$ cat src/rtl/dbus_arbiter.sv
// Round-robin arbiter sharing one DATA_BUS slave port between NUM_MASTERS requesters.
// Optional response watchdog enabled by defining DBUS_ARB_TIMEOUT_EN.
module dbus_arbiter #(
  parameter int NUM_MASTERS    = 2,
  parameter int TIMEOUT_CYCLES = 255
) (
  input  logic                      clk,
  input  logic                      rst_n,
  input  logic [NUM_MASTERS-1:0]    m_req,
  input  logic [NUM_MASTERS*32-1:0] m_addr,
  input  logic [NUM_MASTERS-1:0]    m_we,
  input  logic [NUM_MASTERS*4-1:0]  m_be,
  input  logic [NUM_MASTERS*32-1:0] m_wdata,
  output logic [NUM_MASTERS-1:0]    m_gnt,
  output logic [NUM_MASTERS-1:0]    m_rvalid,
  output logic [NUM_MASTERS-1:0]    m_err,
  output logic [31:0]               m_rdata,
  output logic                      s_req,
  output logic [31:0]               s_addr,
  output logic                      s_we,
  output logic [3:0]                s_be,
  output logic [31:0]               s_wdata,
  input  logic                      s_gnt,
  input  logic                      s_rvalid,
  input  logic                      s_err,
  input  logic [31:0]               s_rdata
);

  localparam int IW = (NUM_MASTERS > 1) ? $clog2(NUM_MASTERS) : 1;

  typedef enum logic [1:0] {
    IDLE        = 2'd0,
    WAIT_GNT    = 2'd1,
    WAIT_RVALID = 2'd2
  } state_t;

  state_t          state_r;
  logic [IW-1:0]   rr_ptr_r;
  logic [IW-1:0]   owner_r;
  logic [IW-1:0]   sel_s;
  logic [IW-1:0]   act_s;
  logic            any_req_s;
  logic            timeout_s;
  logic [NUM_MASTERS-1:0] sel_oh_s;
  logic [NUM_MASTERS-1:0] own_oh_s;

  function automatic logic [IW-1:0] next_idx(input logic [IW-1:0] i);
    if (int'(i) >= NUM_MASTERS - 1) begin
      return {IW{1'b0}};
    end else begin
      return IW'(int'(i) + 1);
    end
  endfunction

  function automatic logic [NUM_MASTERS-1:0] onehot(input logic [IW-1:0] i);
    logic [NUM_MASTERS-1:0] v;
    v = {NUM_MASTERS{1'b0}};
    for (int k = 0; k < NUM_MASTERS; k++) begin
      if (int'(i) == k) begin
        v[k] = 1'b1;
      end else begin
        v[k] = 1'b0;
      end
    end
    return v;
  endfunction

  // Round-robin pick: first requester at or above rr_ptr, wrapping around.
  always_comb begin
    int j;
    logic found;
    found = 1'b0;
    sel_s = rr_ptr_r;
    j     = 0;
    for (int k = 0; k < NUM_MASTERS; k++) begin
      j = int'(rr_ptr_r) + k;
      if (j >= NUM_MASTERS) begin
        j = j - NUM_MASTERS;
      end else begin
        j = j;
      end
      if (!found && m_req[j]) begin
        found = 1'b1;
        sel_s = IW'(j);
      end else begin
        found = found;
      end
    end
    any_req_s = found;
  end

  assign act_s    = (state_r == IDLE) ? sel_s : owner_r;
  assign sel_oh_s = onehot(sel_s);
  assign own_oh_s = onehot(owner_r);

`ifdef DBUS_ARB_TIMEOUT_EN
  logic [15:0] tmo_cnt_r;
  assign timeout_s = (state_r == WAIT_RVALID) && (tmo_cnt_r == 16'(TIMEOUT_CYCLES));

  // Watchdog counts WAIT_RVALID cycles that pass without a response.
  always_ff @(posedge clk) begin
    if (!rst_n) begin
      tmo_cnt_r <= 16'd0;
    end else if (state_r != WAIT_RVALID) begin
      tmo_cnt_r <= 16'd0;
    end else if (!s_rvalid && !timeout_s) begin
      tmo_cnt_r <= tmo_cnt_r + 16'd1;
    end else begin
      tmo_cnt_r <= tmo_cnt_r;
    end
  end
`else
  assign timeout_s = 1'b0;
`endif

  // Arbitration FSM: owner is locked from request through response.
  always_ff @(posedge clk) begin
    if (!rst_n) begin
      state_r  <= IDLE;
      rr_ptr_r <= {IW{1'b0}};
      owner_r  <= {IW{1'b0}};
    end else begin
      case (state_r)
        IDLE: begin
          if (any_req_s) begin
            owner_r <= sel_s;
            if (s_gnt) begin
              rr_ptr_r <= next_idx(sel_s);
              state_r  <= WAIT_RVALID;
            end else begin
              state_r  <= WAIT_GNT;
            end
          end else begin
            state_r <= IDLE;
          end
        end
        WAIT_GNT: begin
          if (!m_req[owner_r]) begin
            state_r <= IDLE;
          end else if (s_gnt) begin
            rr_ptr_r <= next_idx(owner_r);
            state_r  <= WAIT_RVALID;
          end else begin
            state_r <= WAIT_GNT;
          end
        end
        WAIT_RVALID: begin
          // A response arriving on the timeout cycle wins; both end the transaction.
          if (s_rvalid || timeout_s) begin
            state_r <= IDLE;
          end else begin
            state_r <= WAIT_RVALID;
          end
        end
        default: begin
          state_r <= IDLE;
        end
      endcase
    end
  end

  // Zero-latency request mux toward the slave and response demux toward the owner.
  always_comb begin
    s_req    = 1'b0;
    s_addr   = 32'h0;
    s_we     = 1'b0;
    s_be     = 4'h0;
    s_wdata  = 32'h0;
    m_gnt    = {NUM_MASTERS{1'b0}};
    m_rvalid = {NUM_MASTERS{1'b0}};
    m_err    = {NUM_MASTERS{1'b0}};
    m_rdata  = s_rdata;
    case (state_r)
      IDLE, WAIT_GNT: begin
        if ((state_r == IDLE) ? any_req_s : m_req[owner_r]) begin
          s_req   = 1'b1;
          s_addr  = m_addr[act_s*32 +: 32];
          s_we    = m_we[act_s];
          s_be    = m_be[act_s*4 +: 4];
          s_wdata = m_wdata[act_s*32 +: 32];
          m_gnt   = ((state_r == IDLE) ? sel_oh_s : own_oh_s) & {NUM_MASTERS{s_gnt}};
        end else begin
          s_req = 1'b0;
        end
      end
      WAIT_RVALID: begin
        if (s_rvalid) begin
          m_rvalid = own_oh_s;
          m_err    = own_oh_s & {NUM_MASTERS{s_err}};
        end else if (timeout_s) begin
          m_rvalid = own_oh_s;
          m_err    = own_oh_s;
          m_rdata  = 32'h0;
        end else begin
          m_rvalid = {NUM_MASTERS{1'b0}};
        end
      end
      default: begin
        s_req = 1'b0;
      end
    endcase
  end

endmodule

$ cat config.mk
export PLATFORM = sky130hd
export DESIGN_NAME = dbus_arbiter
export DESIGN_NICKNAME = d
export VERILOG_FILES = /design/src/rtl/dbus_arbiter.sv
export SDC_FILE = /design/constraint.sdc
export NUM_CORES = 1
export LEC_CHECK = 0
export ABC_AREA = 1
export CAP_MARGIN = 40
export CORE_AREA = 2 2 110 112
export CTS_BUF_LIST = sky130_fd_sc_hd__clkbuf_4 sky130_fd_sc_hd__clkbuf_8
export DETAILED_ROUTE_END_ITERATION = 6
export DIE_AREA = 0 0 112 114
export HOLD_SLACK_MARGIN = 0.08
export PLACE_DENSITY = 0.62
export RECOVER_POWER = 25
export SLEW_MARGIN = 15
export SYNTH_ARGS = -nofsm -noshare
export SYNTH_HDL_FRONTEND = slang
export SYNTH_SLANG_ARGS = --single-unit
$ cat constraint.sdc
create_clock -name clk -period 2.9 [get_ports clk]
set_clock_uncertainty 0.15 [all_clocks]
set_input_delay 0.435 -clock clk [delete_from_list [all_inputs] [get_ports clk]]
set_output_delay 0.435 -clock clk [all_outputs]
set_load 0.05 [all_outputs]
Yosys cells after proc, flatten, opt, wreduce, memory -nomap -nowiden:

Index checks and enable logic that the tools add are counted.

* $mul: 0
* multiplexer cells: 51
* eq/ne operators: 6
* reductions and logical operators: 7
* order comparisons: 8
* bitwise operators: 2
* div/mod/pow operators: 0
* shifts and indexed selects: 3
* add/sub/neg operators: 5

Operators by type and width (count)
* 32-bit two-way mux: 6
* 64-bit by 7-bit indexed part select with 32-bit output: 2
* 32-bit by 3-bit less-than comparator with 1-bit output (second input constant): 2
* 1-bit two-way mux: 30
* 2-bit two-way mux: 11
* 4-bit two-way mux: 2
* 2-bit != test (second input constant): 4
* 8-bit by 4-bit indexed part select with 4-bit output: 1
* 2-bit case mux with 3 select lines: 1
* 5-bit AND reduction: 1
* 2-bit AND: 2
* 1-bit by 2-bit less-than comparator with 1-bit output (second input constant): 2
* 1-bit by 2-bit subtractor with 3-bit output (second input constant): 1
* 2-bit by 2-bit subtractor with 3-bit output (second input constant): 1
* 1-bit adder (second input constant): 2
* 1-bit by 1-bit adder with 2-bit output (second input constant): 1
* 2-bit by 1-bit equality test with 1-bit output (second input constant): 1
* 2-bit equality test (second input constant): 1
* 1-bit greater-or-equal comparator (second input constant): 2
* 1-bit by 2-bit greater-or-equal comparator with 1-bit output (second input constant): 1
* 2-bit greater-or-equal comparator (second input constant): 1
* 2-bit zero test: 1
* 1-bit case mux with 2 select lines: 1
* 2-bit AND reduction: 1
* 4 further kinds: 4

* latch bits: 0
* input bits: 177
* flip-flop bits (word level): 4
* memory bits (writable): 0
* output and inout port bits: 108
* memories kept: 0
* bits in read-only memories: 0

Depth between registers and ports, before layout:

Gate-level depths: netlist (run 1).

* depth in word-level cells: 14
* depth in mapped cells: 9
* mapped depth without buffers: 8

Worst setup path after synthesis (run 1):

OpenSTA, ideal clock, no wires.

* path type: reg-to-output
* from: reg state_r[1]
* to: out m_err[0]
* path buffers: 0
* arrival: 2100 ps
* setup slack: 215 ps
* stages on the path, launching flop included: 5
* cells stage by stage: dfxtp_1 inv_1 nor2_1 inv_1 nor4_1

* word-level cells in the longest chain between the ends: 2

Ends and longest elaborated chain
* start: declaration: line 37 `state_t state_r;`
* start signal: assignment: line 119 `state_r <= IDLE;`
* start signal: assignment: line 129 `state_r <= WAIT_RVALID;`
* start signal: assignment: line 131 `state_r <= WAIT_GNT;`
* 2-bit equality test: line 173 `case (state_r)`
* 2-bit two-way mux: line 173
* end: declaration: line 16 `output logic [NUM_MASTERS-1:0] m_err,`

Every way passes these cells.

Final worst setup path (run 1):

* from: in m_req[1]
* to: out s_addr[5]

* word-level cells in the longest chain between the ends: 11

Ends and longest elaborated chain
* start: declaration: line 9 `input logic [NUM_MASTERS-1:0] m_req,`
* 1-bit two-way mux (not written as such) (3 in series): line 82 `if (!found && m_req[j]) begin`
* 1-bit two-way mux: line 82
* 1-bit zero test: line 82
* 1-bit logical AND: line 82
* 1-bit two-way mux: line 82
* 1-bit two-way mux: line 92 `assign act_s = (state_r == IDLE) ? sel_s : owner_r;`
* 64-bit by 7-bit indexed part select with 32-bit output: line 177 `s_addr = m_addr[act_s*32 +: 32];`
* 32-bit two-way mux *: line 175 `if ((state_r == IDLE) ? any_req_s : m_req[owner_r]) begin`
* 32-bit two-way mux *: line 173
* end: declaration: line 19 `output logic [31:0] s_addr,`

Mark *: on every way between the ends. The rest lies on a longest branch, timed or not. The select of a mux whose other input is x is not followed.

==> impl_results.md, run 1 <==
- Worst Hold Class: register to register
- Critical path peak fanout: 31
- Type of the worst setup path: input pin to primary output
- Max_slew headroom: 0.824
- Hold EP: rr_ptr_r
- #FFs+latches synth: 4
- I/O Pins: 285
- Crit path max-delay family: buffers and inverters
- List of most frequent post-synthesis cells: 142 x nor2_1, 51 x o21ai_1, 32 x buf_4
- RSZ-0062 raised after global routing: false
- Yosys warns: 0
- Top-count cell post-synth: nor2_1
- Number of global-route vias before repair: 2486
- Final Hold Fails: 0
- Largest stage delay on the critical path: 0.50 ns
- Crit. End Element: primary output
- CTS resizes: 0
- Largest family of logic cells by synthesized area: simple AND/OR/NAND/NOR gates
- Critical path buffers and inverters: 4
- Grt total ovfl: 0
- Outcome: complete, no violations
- Die width: 112 um
- Initial core utilization: 0.132
- Worst flop-to-flop path startpoint: owner_r
- # diodes: 0
- Drt first pass iters: 4
- Synth Area in Compound Gates: 0.245
- PortBufs: 220
- Yosys top cell by area: nor2_1
- CP Data Arrival Time: 2.12 ns
- Syn_nets: 494
- Async set-or-reset flop fraction in the synthesized netlist: 0
- Static leakage: 1.90 nW
- DRT antenna net count: 0
- Clock transition at path regs: 0.03 ns
- Post-synthesis adder-cell area fraction: 0
- Post-synthesis mux area share: 0
- CP Cell Sequence: clkdlybuf4s50_1 -> inv_1 -> nand2_1 -> nand2_1 -> nand2_1 -> nand2_1 -> nand2_2 -> buf_12 -> o21ai_0 -> nor2_1 -> buf_12
- Final period utilization: 0.934
- Top FF cell, synth: dfxtp_1
- CTS Buffer Depth: 2
- WL/cell: 12.9 um
- XOR/XNOR Fraction of Synth Area: 0
- GRT Total Usage: 0.117
- Via count: 2625
- Post-Synth Simple-Gate Area: 0.441
- GP Congestion: 0.839
- Routed WL: 8240 um
- Post-route DRC: 0
- First-pass GRT wire length: 12400 um
- Slew Limit Fails: 0
- Area after DPL: 4400 um2
- DP HPWL: 6900 um
- Sequential share of the synthesized area: 0.0519
- DR iter-0 viols: 101
- Fin area: 4440 um2
- Mapped Cells: 317
- Minimum clock period: 2.71 ns
- Rows: 40
- Die area: 12800 um2
- Clk Tree Root Cell: clkbuf_8
- Crit path top cell by count: nand2_1
- Worst hold stages: 2
- Max cap viols: 0
- Post-Syn Area: 1540 um2
- Layout Area Growth over Synthesis: 188%
- Worst Path Required: 2.32 ns
- Mean post-synth cell area: 4.86 um2
- Post-cts hold buffer count: 0
- Vias per cell: 4.10
- Setup TNS: 0 ns
- Peak Freq: 0.369 GHz
- Max stage delay cell, worst path: clkdlybuf4s50_1
- CTS sink count: 4
- Synth area leaders: nor2_1 35%, o21ai_1 17%, buf_4 16%, o21ai_0 6.2%, buf_2 5.5%
- H-tree Lvls: 1
- Hold Slack: 0.417 ns
- Final setup fails: 0
- Hold wc startpoint: rr_ptr_r
- Pwr/cell area: 658 nW/um2
- CP Launch Type: input pin
- TritonCTS clock tree: built
- Post-synth top area share: 0.346
- Clock Latency Late Sink: 0.22 ns
- Initial antenna violation count: 0
- Post-synth cell types: 21
- R2R Path End: state_r[0]
- Core outline area: 11700 um2
- R2r worst-path depth: 7
- Post-CTS Setup Bufs: 0
- R2R setup slack: 1.41 ns
- IR Drop Worst-Case VDD: 0.000298 V
- Number of synthesized flops with an enable pin: 0
- Layout cells sized above 1: 0.183
- CTS buffer count: 3
- Largest net degree at the start of global routing: 41
- Chip Height: 114 um
- Measured slew at the worst slew-check pin: 0.264 ns
- Net count, final: 672
==> logic make-up after synthesis <==
group | count (synthesis)
flops | 4
compound gates | 75
buf+inv | 66
simple gates | 172
==> cell usage in the layout, fill, tap and decap left out, types with 12 or more instances in the layout <==
cell type | synthesis | routed
nor2_1 | 142 | 142
inv_1 | 12 | 12
clkdlybuf4s50_1 | 0 | 144
nand2_1 | 17 | 17
o21ai_1 | 51 | 51
buf_12 | 0 | 78
o21ai_0 | 19 | 19
==> worst max-delay path by stage <==
stage                     cells after the start    endpoint        from  slack, ns
after floorplan                               4    m_err[0]  state_r[1]       0.22
after global placement                       11   s_addr[2]    m_req[1]       0.22
after detailed placement                     11   s_addr[5]    m_req[1]       0.17
after CTS                                    11  s_addr[31]    m_req[1]       0.16
after global routing                         11  s_wdata[6]    m_req[1]      0.006
final                                        11   s_addr[5]    m_req[1]       0.19
==> metrics by stage <==
step                power [W]  setup slack, ns  instances  utilization
floorplan             0.00150            0.215        317            -
global placement      0.00281            0.224        637        0.376
detailed placement    0.00283            0.170        637        0.376
CTS                   0.00295            0.160        640        0.379
global route          0.00305          0.00569        640        0.379
finish                0.00293            0.192        640        0.379
==> worst min-delay path, stage by stage, from the launching register on <==
cell and delay, ns:
dfxtp_1 0.33, a21oi_1 0.13, nor2_1 0.06
==> area by class of cell <==
| type | count | area [um2] |
|---|---|---|
| Fill cell | 1202 | 7270 |
| Timing Repair Buffer | 226 | 3030 |
| Multi-Input combinational cell | 247 | 1060 |
| Tap cell | 147 | 184 |
| Sequential cell | 4 | 80.1 |
| Inverter | 13 | 48.8 |
| Clock buffer | 3 | 41.3 |
==> registers in the layout (all words and copies together), names as in the netlist <==
name and flops:
owner_r 1, state_r 2, rr_ptr_r 1
==> metal layers <==
layer	wire, um	up-vias	GRT usage
li1	-	1331	-
met1	3100	1113	0.131
met2	4140	161	0.217
met3	846	20	0.0361
met4	155	0	0.0276
met5	0	-	0
==> power breakdown <==
part	switching (W)	internal (W)	total [W]
logic	0.00148	0.00125	0.00273
clock network	0.0000296	0.0000885	0.000118
registers	0.0000111	0.0000627	0.0000738
Power figures use the tool's default switching activity.
==> run 2, diff against run 1 <==
- PLACE_DENSITY: 0.62 -> 0.68
==> run 2 against run 1 <==
Design area decreased by 0.34%. Routed wire length increased by 2.2%. Worst setup slack got worse by 0.024 ns. Critical path type unchanged. Total power about the same. Critical endpoint is now s_wdata[9]. Fmax decreased by 0.87%. Global-route usage increased by 0.38 points. Non-clock buffer count increased by 3. Die area unchanged.
==> impl_results.md, run 2 (synthesized netlist as in run 1, its figures left out) <==
- Layout Area Growth over Synthesis: 187% (was 188%)
- GRT Total Usage: 0.121 (was 0.117)
- Clock transition at path regs: 0.03 ns (about the same)
- Drt first pass iters: 5 (was 4)
- CTS sink count: 4 (unchanged)
- Routed wl met3: 794 um (was 846 um)
- Number of global-route vias before repair: 2507 (was 2486)
- DRT antenna net count: 0 (unchanged)
- CP Launch Type: input pin (unchanged)
- Post-route core utilization: 0.378 (was 0.379)
- I/O Pins: 285 (unchanged)
- Placed cells: 640 (was 637)
- Final total power: 0.00292 W (was 0.00293 W)
- Max_slew headroom: 0.805 (was 0.824)
- Initial antenna violation count: 0 (unchanged)
- Post-CTS Setup Bufs: 0 (unchanged)
- Layout cells sized above 1: 0.188 (was 0.183)
- Static leakage: 1.90 nW (about the same)
- IR Drop Worst-Case VDD: 0.000292 V (was 0.000298 V)
- Vias per cell: 4.16 (was 4.10)
- Top reg by flops: state_r (unchanged)
- Max reg flops: 2 (unchanged)
- Final Hold Fails: 0 (unchanged)
- Die width: 112 um (unchanged)
- Peak Freq: 0.366 GHz (was 0.369 GHz)
- DR iter-0 viols: 129 (was 101)
- Final period utilization: 0.942 (was 0.934)
- Die area: 12800 um2 (unchanged)
- Crit. End Element: primary output (unchanged)
- Routed WL: 8420 um (was 8240 um)
- M1 wire length: 3490 um (was 3100 um)
- PortBufs: 220 (unchanged)
- Critical path peak fanout: 36 (was 31)
- RSZ-0062 raised after global routing: false (unchanged)
- Clock Latency Late Sink: 0.22 ns (about the same)
- H-tree Lvls: 1 (unchanged)
- Outcome: complete, no violations (unchanged)
- Commonest cells after routing, fill and taps aside: 144 x clkdlybuf4s50_1, 142 x nor2_1, 75 x buf_12 (was 144 x clkdlybuf4s50_1, 142 x nor2_1, 78 x buf_12)
- Met2 WL: 3890 um (was 4140 um)
- First-pass GRT wire length: 12700 um (was 12400 um)
- CTS resizes: 0 (unchanged)
- Highest Signal Layer: met4 (unchanged)
- Commonest non-fill, non-tap cell in the layout: clkdlybuf4s50_1 (unchanged)
- Max cap viols: 0 (unchanged)
- Final Non-Filler Cells: 643 (was 640)
- DP HPWL: 7020 um (was 6900 um)
- CTS buffer count: 3 (unchanged)
- Clk Tree Root Cell: clkbuf_8 (unchanged)
- WL/cell: 13.1 um (was 12.9 um)
- Rows: 40 (unchanged)
- Slew Limit Fails: 0 (unchanged)
- CP Data Arrival Time: 2.15 ns (was 2.12 ns)
- Setup TNS: 0 ns (unchanged)
- Biggest registers after layout: state_r: 2 flops, owner_r: 1 flops, rr_ptr_r: 1 flops (unchanged)
- Initial core utilization: 0.132 (unchanged)
- Post-route DRC: 0 (unchanged)
- Via count: 2677 (was 2625)
- Worst Path Required: 2.32 ns (about the same)
- Minimum clock period: 2.73 ns (was 2.71 ns)
- Post-cts hold buffer count: 0 (unchanged)
- Pwr/cell area: 660 nW/um2 (was 658 nW/um2)
- GP Congestion: 0.796 (was 0.839)
- Core outline area: 11700 um2 (unchanged)
- Net count, final: 675 (was 672)
- Measured slew at the worst slew-check pin: 0.290 ns (was 0.264 ns)
- Final setup fails: 0 (unchanged)
- Type of the worst setup path: input pin to primary output (unchanged)
- TritonCTS clock tree: built (unchanged)
- Largest net degree at the start of global routing: 37 (was 41)
- # diodes: 0 (unchanged)
- Worst Hold Class: register to register (unchanged)
- CTS Buffer Depth: 2 (unchanged)
- Grt total ovfl: 0 (unchanged)
- Chip Height: 114 um (unchanged)
[run 2: changes by cell type in the layout (fill, tap and decap cells not counted), sizes merged]
cell and change:
buf +3
[run 2: path summary, 6_finish.rpt]
path / startpoint / to / slack (ns) / depth (start not counted)
setup reg to reg: state_r[0] / rr_ptr_r / 1.31 / 7
hold / removal: rr_ptr_r / rr_ptr_r / 0.39 / 2
hold reg to reg: rr_ptr_r / rr_ptr_r / 0.39 / 2
setup / recovery: m_req[1] / s_wdata[9] / 0.17 / 11
[run 2: metrics by stage]
step | hold WS [ns] | worst slack (ns) | area (um2)
after floorplan | 0.366 | 0.215 | 1540
after global placement | 0.389 | 0.174 | 4390
after detailed placement | 0.391 | 0.175 | 4390
after CTS | 0.395 | 0.156 | 4430
after global routing | 0.420 | 0.00757 | 4430
final | 0.392 | 0.168 | 4430
[run 2: layer usage]
layer | track usage | vias up
met3 | 0.0287 | 24
met1 | 0.156 | 1165
met5 | 0 | -
li1 | - | 1335
met2 | 0.200 | 153
met4 | 0.0382 | 0
[run 2: cell type report]
| class | instances | area (um2) |
|---|---|---|
| inverter | 13 | 48.8 |
| sequential | 4 | 80.1 |
| fill | 1191 | 7280 |
| timing repair buffer | 229 | 3020 |
| tap | 147 | 184 |
| clock buffer | 3 | 41.3 |
| multi-input combinational | 247 | 1060 |
[run 2: where the power goes]
part	switching [W]	internal [W]
Clock	0.0000268	0.0000883
Sequential	0.0000107	0.0000627
Combinational	0.00150	0.00124
[run 2: worst max-delay path, stage by stage]
cell,delay (ns)
clkdlybuf4s50_1,0.51
inv_1,0.07
nand2_1,0.09
nand2_1,0.07
nand2_1,0.06
nand2_1,0.07
nand2_2,0.12
buf_12,0.19
o21ai_1,0.08
nor2_1,0.24
buf_12,0.18
==> run 3, diff against run 2 <==
--- a/constraint.sdc
+++ b/constraint.sdc
@@ -4,2 +4,2 @@
 set_output_delay 0.435 -clock clk [all_outputs]
-set_load 0.05 [all_outputs]
+set_load 0.02 [all_outputs]
==> run 3 against run 2 <==
Fmax decreased by 1.8%. Critical path depth is the same. Worst hold slack better by 0.035 ns. Final cell count stayed put. Utilization decreased by 6.4 points. First-iteration DRC count decreased by 26%. Combinational power fell by 49%. Design area is 17% lower.
==> impl_results.md, run 3 (synthesized netlist as in run 1, its figures left out) <==
- Largest net degree at the start of global routing: 37 (unchanged)
- Max_slew headroom: 0.832 (was 0.805)
- Largest stage delay on the critical path: 0.50 ns (was 0.51 ns)
- Static leakage: 1.72 nW (was 1.90 nW)
- CP Data Arrival Time: 2.20 ns (was 2.15 ns)
- Pwr/cell area: 435 nW/um2 (was 660 nW/um2)
- Crit path top cell by count: nand2_1 (unchanged)
- DP HPWL: 6460 um (was 7020 um)
- Final Hold Fails: 0 (unchanged)
- Max reg flops: 2 (unchanged)
- Grt total ovfl: 0 (unchanged)
- CTS sink count: 4 (unchanged)
- Critical path peak fanout: 35 (was 36)
- TritonCTS clock tree: built (unchanged)
- Layout Area Growth over Synthesis: 139% (was 187%)
- CTS Buffer Depth: 2 (unchanged)
- Worst Path Required: 2.32 ns (about the same)
- CP Cell Sequence: clkdlybuf4s50_1 -> inv_1 -> nand2_1 -> nand2_1 -> nand2_1 -> nand2_1 -> nand2_2 -> buf_12 -> o21ai_1 -> nor2_1 -> dlygate4sd2_1 (was clkdlybuf4s50_1 -> inv_1 -> nand2_1 -> nand2_1 -> nand2_1 -> nand2_1 -> nand2_2 -> buf_12 -> o21ai_1 -> nor2_1 -> buf_12)
- CTS buffer count: 3 (unchanged)
- Measured slew at the worst slew-check pin: 0.252 ns (was 0.290 ns)
- Final period utilization: 0.959 (was 0.942)
- Crit. End Element: primary output (unchanged)
- Initial core utilization: 0.132 (unchanged)
- H-tree Lvls: 1 (unchanged)
- First-pass GRT wire length: 11900 um (was 12700 um)
- Type of the worst setup path: input pin to primary output (unchanged)
- CTS resizes: 67 (was 0)
- Outcome: complete, no violations (unchanged)
- DRT antenna net count: 0 (unchanged)
- PortBufs: 220 (unchanged)
- Final Non-Filler Cells: 643 (unchanged)
- Final setup fails: 0 (unchanged)
- Number of global-route vias before repair: 2393 (was 2507)
- # diodes: 0 (unchanged)
- Layout cells sized above 1: 0.0464 (was 0.188)
- I/O Pins: 285 (unchanged)
- Commonest non-fill, non-tap cell in the layout: clkdlybuf4s50_1 (unchanged)
- Core outline area: 11700 um2 (unchanged)
- Die area: 12800 um2 (unchanged)
- Biggest registers after layout: state_r: 2 flops, owner_r: 1 flops, rr_ptr_r: 1 flops (unchanged)
- Clk Tree Root Cell: clkbuf_8 (unchanged)
- Max cap viols: 0 (unchanged)
- Post-cts hold buffer count: 0 (unchanged)
- Slew Limit Fails: 0 (unchanged)
- Peak Freq: 0.360 GHz (was 0.366 GHz)
- IR Drop Worst-Case VDD: 0.000247 V (was 0.000292 V)
- Worst Hold Class: register to register (unchanged)
- Commonest cells after routing, fill and taps aside: 148 x clkdlybuf4s50_1, 142 x nor2_1, 58 x dlygate4sd2_1 (was 144 x clkdlybuf4s50_1, 142 x nor2_1, 75 x buf_12)
- GRT Total Usage: 0.111 (was 0.121)
- WL/cell: 12.3 um (was 13.1 um)
- Die width: 112 um (unchanged)
- RSZ-0062 raised after global routing: false (unchanged)
- Max stage delay cell, worst path: clkdlybuf4s50_1 (unchanged)
- CP Launch Type: input pin (unchanged)
- Placed cells: 640 (unchanged)
- Top reg by flops: state_r (unchanged)
- Minimum clock period: 2.78 ns (was 2.73 ns)
- Worst hold stages: 2 (unchanged)
- Vias per cell: 4.07 (was 4.16)
- Routed WL: 7880 um (was 8420 um)
- Final total power: 0.00160 W (was 0.00292 W)
- Drt first pass iters: 4 (was 5)
- Rows: 40 (unchanged)
- Clock Latency Late Sink: 0.22 ns (about the same)
- DR iter-0 viols: 96 (was 129)
- Post-route DRC: 0 (unchanged)
- Hold Slack: 0.426 ns (was 0.392 ns)
- GP Congestion: 0.765 (was 0.796)
- Via count: 2616 (was 2677)
- Chip Height: 114 um (unchanged)
- Place WS: -0.233 ns (was 0.175 ns)
- Clock transition at path regs: 0.03 ns (about the same)
- R2r worst-path depth: 8 (was 7)
- Net count, final: 675 (unchanged)
- PnR worst setup slack: 0.119 ns (was 0.168 ns)
- Post-CTS Setup Bufs: 0 (unchanged)
- Initial antenna violation count: 0 (unchanged)
[run 3: changes by cell type in the layout (fill, tap and decap cells not counted), sizes merged]
cell	delta
buf	-73
dlygate4sd2	+58
clkdlybuf4s15	+6
clkdlybuf4s50	+4
clkbuf	+3
dlymetal6s2s	+2
[run 3: where the power goes]
part | leakage, nW | total (W) | internal [W] | switching [W]
logic | 1.67 | 0.00141 | 0.000612 | 0.000794
clock network | 0.0216 | 0.000119 | 0.0000886 | 0.0000307
registers | 0.0331 | 0.0000729 | 0.0000627 | 0.0000102
[run 3: area by class of cell]
class                           count  area, um2
Clock buffer                        3       41.3
Fill cell                        1274       8030
Inverter                           13       48.8
Multi-Input combinational cell    247       1060
Sequential cell                     4       80.1
Tap cell                          147        184
Timing Repair Buffer              229       2270
[run 3: path summary, 6_finish.rpt]
path	start	slack, ns	endpoint
max reg2reg	rr_ptr_r	1.43	rr_ptr_r
min reg2reg	rr_ptr_r	0.43	rr_ptr_r
min	rr_ptr_r	0.43	rr_ptr_r
max	m_req[1]	0.12	s_wdata[25]
[run 3: worst max-delay path, delay by kind of cell]
kind,cells,cell delay [ns]
compound gates,1,0.09
buf+inv,4,1.10
simple gates,6,0.56
[run 3: metrics by stage]
step                 util  area [um2]  setup TNS (ns)
finish              0.314        3680               0
global route        0.314        3680               0
CTS                 0.314        3680               0
detailed placement  0.318        3720           -7.78
global placement    0.318        3720           -5.04
floorplan               -        1540               0
[run 3: layer usage]
metal,global-route usage,vias to the layer above,wire length (um),share of wire
met5,0,-,0,0
met4,0.0333,0,203,0.026
met3,0.0335,22,850,0.11
met2,0.189,147,3570,0.45
met1,0.134,1112,3260,0.41
li1,-,1335,-,-
==> RTL change (flow settings as in run 2) <==
Encoding of `state_t`: now one-hot (3 bits for 3 states).
--- a/src/rtl/dbus_arbiter.sv
+++ b/src/rtl/dbus_arbiter.sv
@@ -29,8 +29,8 @@
   localparam int IW = (NUM_MASTERS > 1) ? $clog2(NUM_MASTERS) : 1;
 
-  typedef enum logic [1:0] {
-    IDLE        = 2'd0,
-    WAIT_GNT    = 2'd1,
-    WAIT_RVALID = 2'd2
+  typedef enum logic [2:0] {
+    IDLE        = 3'b001,
+    WAIT_GNT    = 3'b010,
+    WAIT_RVALID = 3'b100
   } state_t;
 
Behaviour: no difference found for any inputs over 4 cycles, from zero or initial values and one cycle with rst_n low; so few cycles prove little.
==> RTL change against run 2 <==
Routed wire length shrank 11%; total power grew 6.7%; synthesized area grew 4.4%; worst setup slack lost 23 ps; sequential cell count grew 1; via count shrank 1.3%; sequential power grew 32%; utilization shrank 6.8 points; final area shrank 18%; maximum frequency shrank 0.83%.
==> RTL change: results (changes against run 2) <==
CP max FO = 40 (+11%)
largest net degree at the start of global routing = 41 (+11%)
met2 wire length = 3650 um (-6.1%)
routed length on met3 = 893 um (+12%)
Via Count = 2642 (-1.3%)
clock slew at reported path FFs = 40 ps
Post-DP HPWL = 6270 um (-11%)
number of global-route vias before repair = 2471 (-1.4%)
Synthesized Nets = 498 (+0.81%)
most frequent cells after synthesis = nor2_1, o21ai_0, buf_4, o21ai_1, nand2_1
count of different cell masters after synthesis = 22 (+4.8%)
fillers = 1285 (+7.9%)
Least-Margin Pin Slew = 330 ps (+39.6 ps)
Placer Congestion = 0.842 (+5.7%)
hold_ws = 396 ps (+4.46 ps)
top sig layer = met4
sequential fraction of the synthesis area = 6.22% (+1.0 points)
layout cells sized above 1 = 20.7% (+2.0 points)
Avg Vias per Cell = 4.10 (-1.5%)
total placed cells including tap cells = 640 (unchanged)
outcome = completed
Cells after Synth = 321 (+1.3%)
wire per inst = 11.6 um (-11%)
global-route wire length before repair = 11400 um (-10%)
initial drt markers = 51 (-60%)
n_diodes = 0 (unchanged)
Top Registers = state_r x3, owner_r x1, rr_ptr_r x1
WP data arrival = 2170 ps (+20 ps)
GRT Overall Usage = 10.6% (-1.4 points)
first-pass detailed-route iteration total = 4 (-1)
top cells by area, synth = nor2_1, buf_4, o21ai_0, o21ai_1, dfxtp_1
Worst VDD drop = 0.407 mV (+39%)
most common cell after layout, fill and taps aside = clkdlybuf4s50_1
static leakage = 0.00163 uW (-14%)
Num CTS Buffers = 3 (unchanged)
Met1 Wirelength = 2680 um (-23%)
## RTL change: kinds of logic after synthesis
| family | share of synthesized area (%) |
|---|---|
| and+or+nand+nor | 44.1 |
| AOI/OAI and AO/OA | 24.0 |
| buffers and inverters | 25.7 |
| DFF | 6.22 |
## RTL change: layout make-up
class / instances / area, um^2 / share of cell area (%)
repair buffers: 226 / 2150 / 59.2
multi-input cells: 249 / 1100 / 30.2
well taps: 147 / 184 / 5.06
flip-flops and latches: 5 / 100 / 2.76
clock buffers: 4 / 48.8 / 1.34
inverters: 13 / 48.8 / 1.34
## RTL change: repair_timing
| action | 4_1_cts | 5_1_grt |
|---|---|---|
| setup endpoints to repair | 0 | 20 |
| resized for setup | 0 | 2 |
| setup buffers | 0 | 0 |
## RTL change: stage by stage
stage / instance area (um^2) / setup slack, ps / power (uW)
2_1_floorplan: 1610 / 392 / 2160
3_3_place_gp: 3580 / 198 / 2940
3_5_place_dp: 3580 / 73.8 / 2980
4_1_cts: 3620 / 71.0 / 3130
5_1_grt: 3630 / 4.35 / 3300
6_report: 3630 / 145 / 3120
## RTL change: power breakdown
group / switching (uW) / leakage, uW / internal [uW] / total [uW]
logic: 1970 / 0.00157 / 912 / 2880
clock network: 37.8 / 0.0000262 / 104 / 142
registers: 14.3 / 0.0000412 / 82.6 / 96.8
## RTL change: worst paths after layout
path	to	startpoint	depth (start not counted)
min reg2reg	state_r[2]$_SDFF_PN0_	state_r[1]$_SDFF_PN0_	3
max	s_addr[23]	m_req[1]	11
min	state_r[2]$_SDFF_PN0_	state_r[1]$_SDFF_PN0_	3
max reg2reg	rr_ptr_r$_SDFFE_PN0P_	rr_ptr_r$_SDFFE_PN0P_	10
## RTL change: worst max-delay path: cells and delay by family
family                 cells  cell delay, ps
buffers and inverters      4            1010
AND/OR/NAND/NOR            6             600
AO/OA/AOI/OAI              1             100
## RTL change: per-layer routing
layer | global-route usage, % | vias to the layer above
li1 | - | 1339
met1 | 11.1 | 1121
met2 | 19.6 | 157
met3 | 3.67 | 25
met4 | 4.39 | 0
met5 | 0 | -
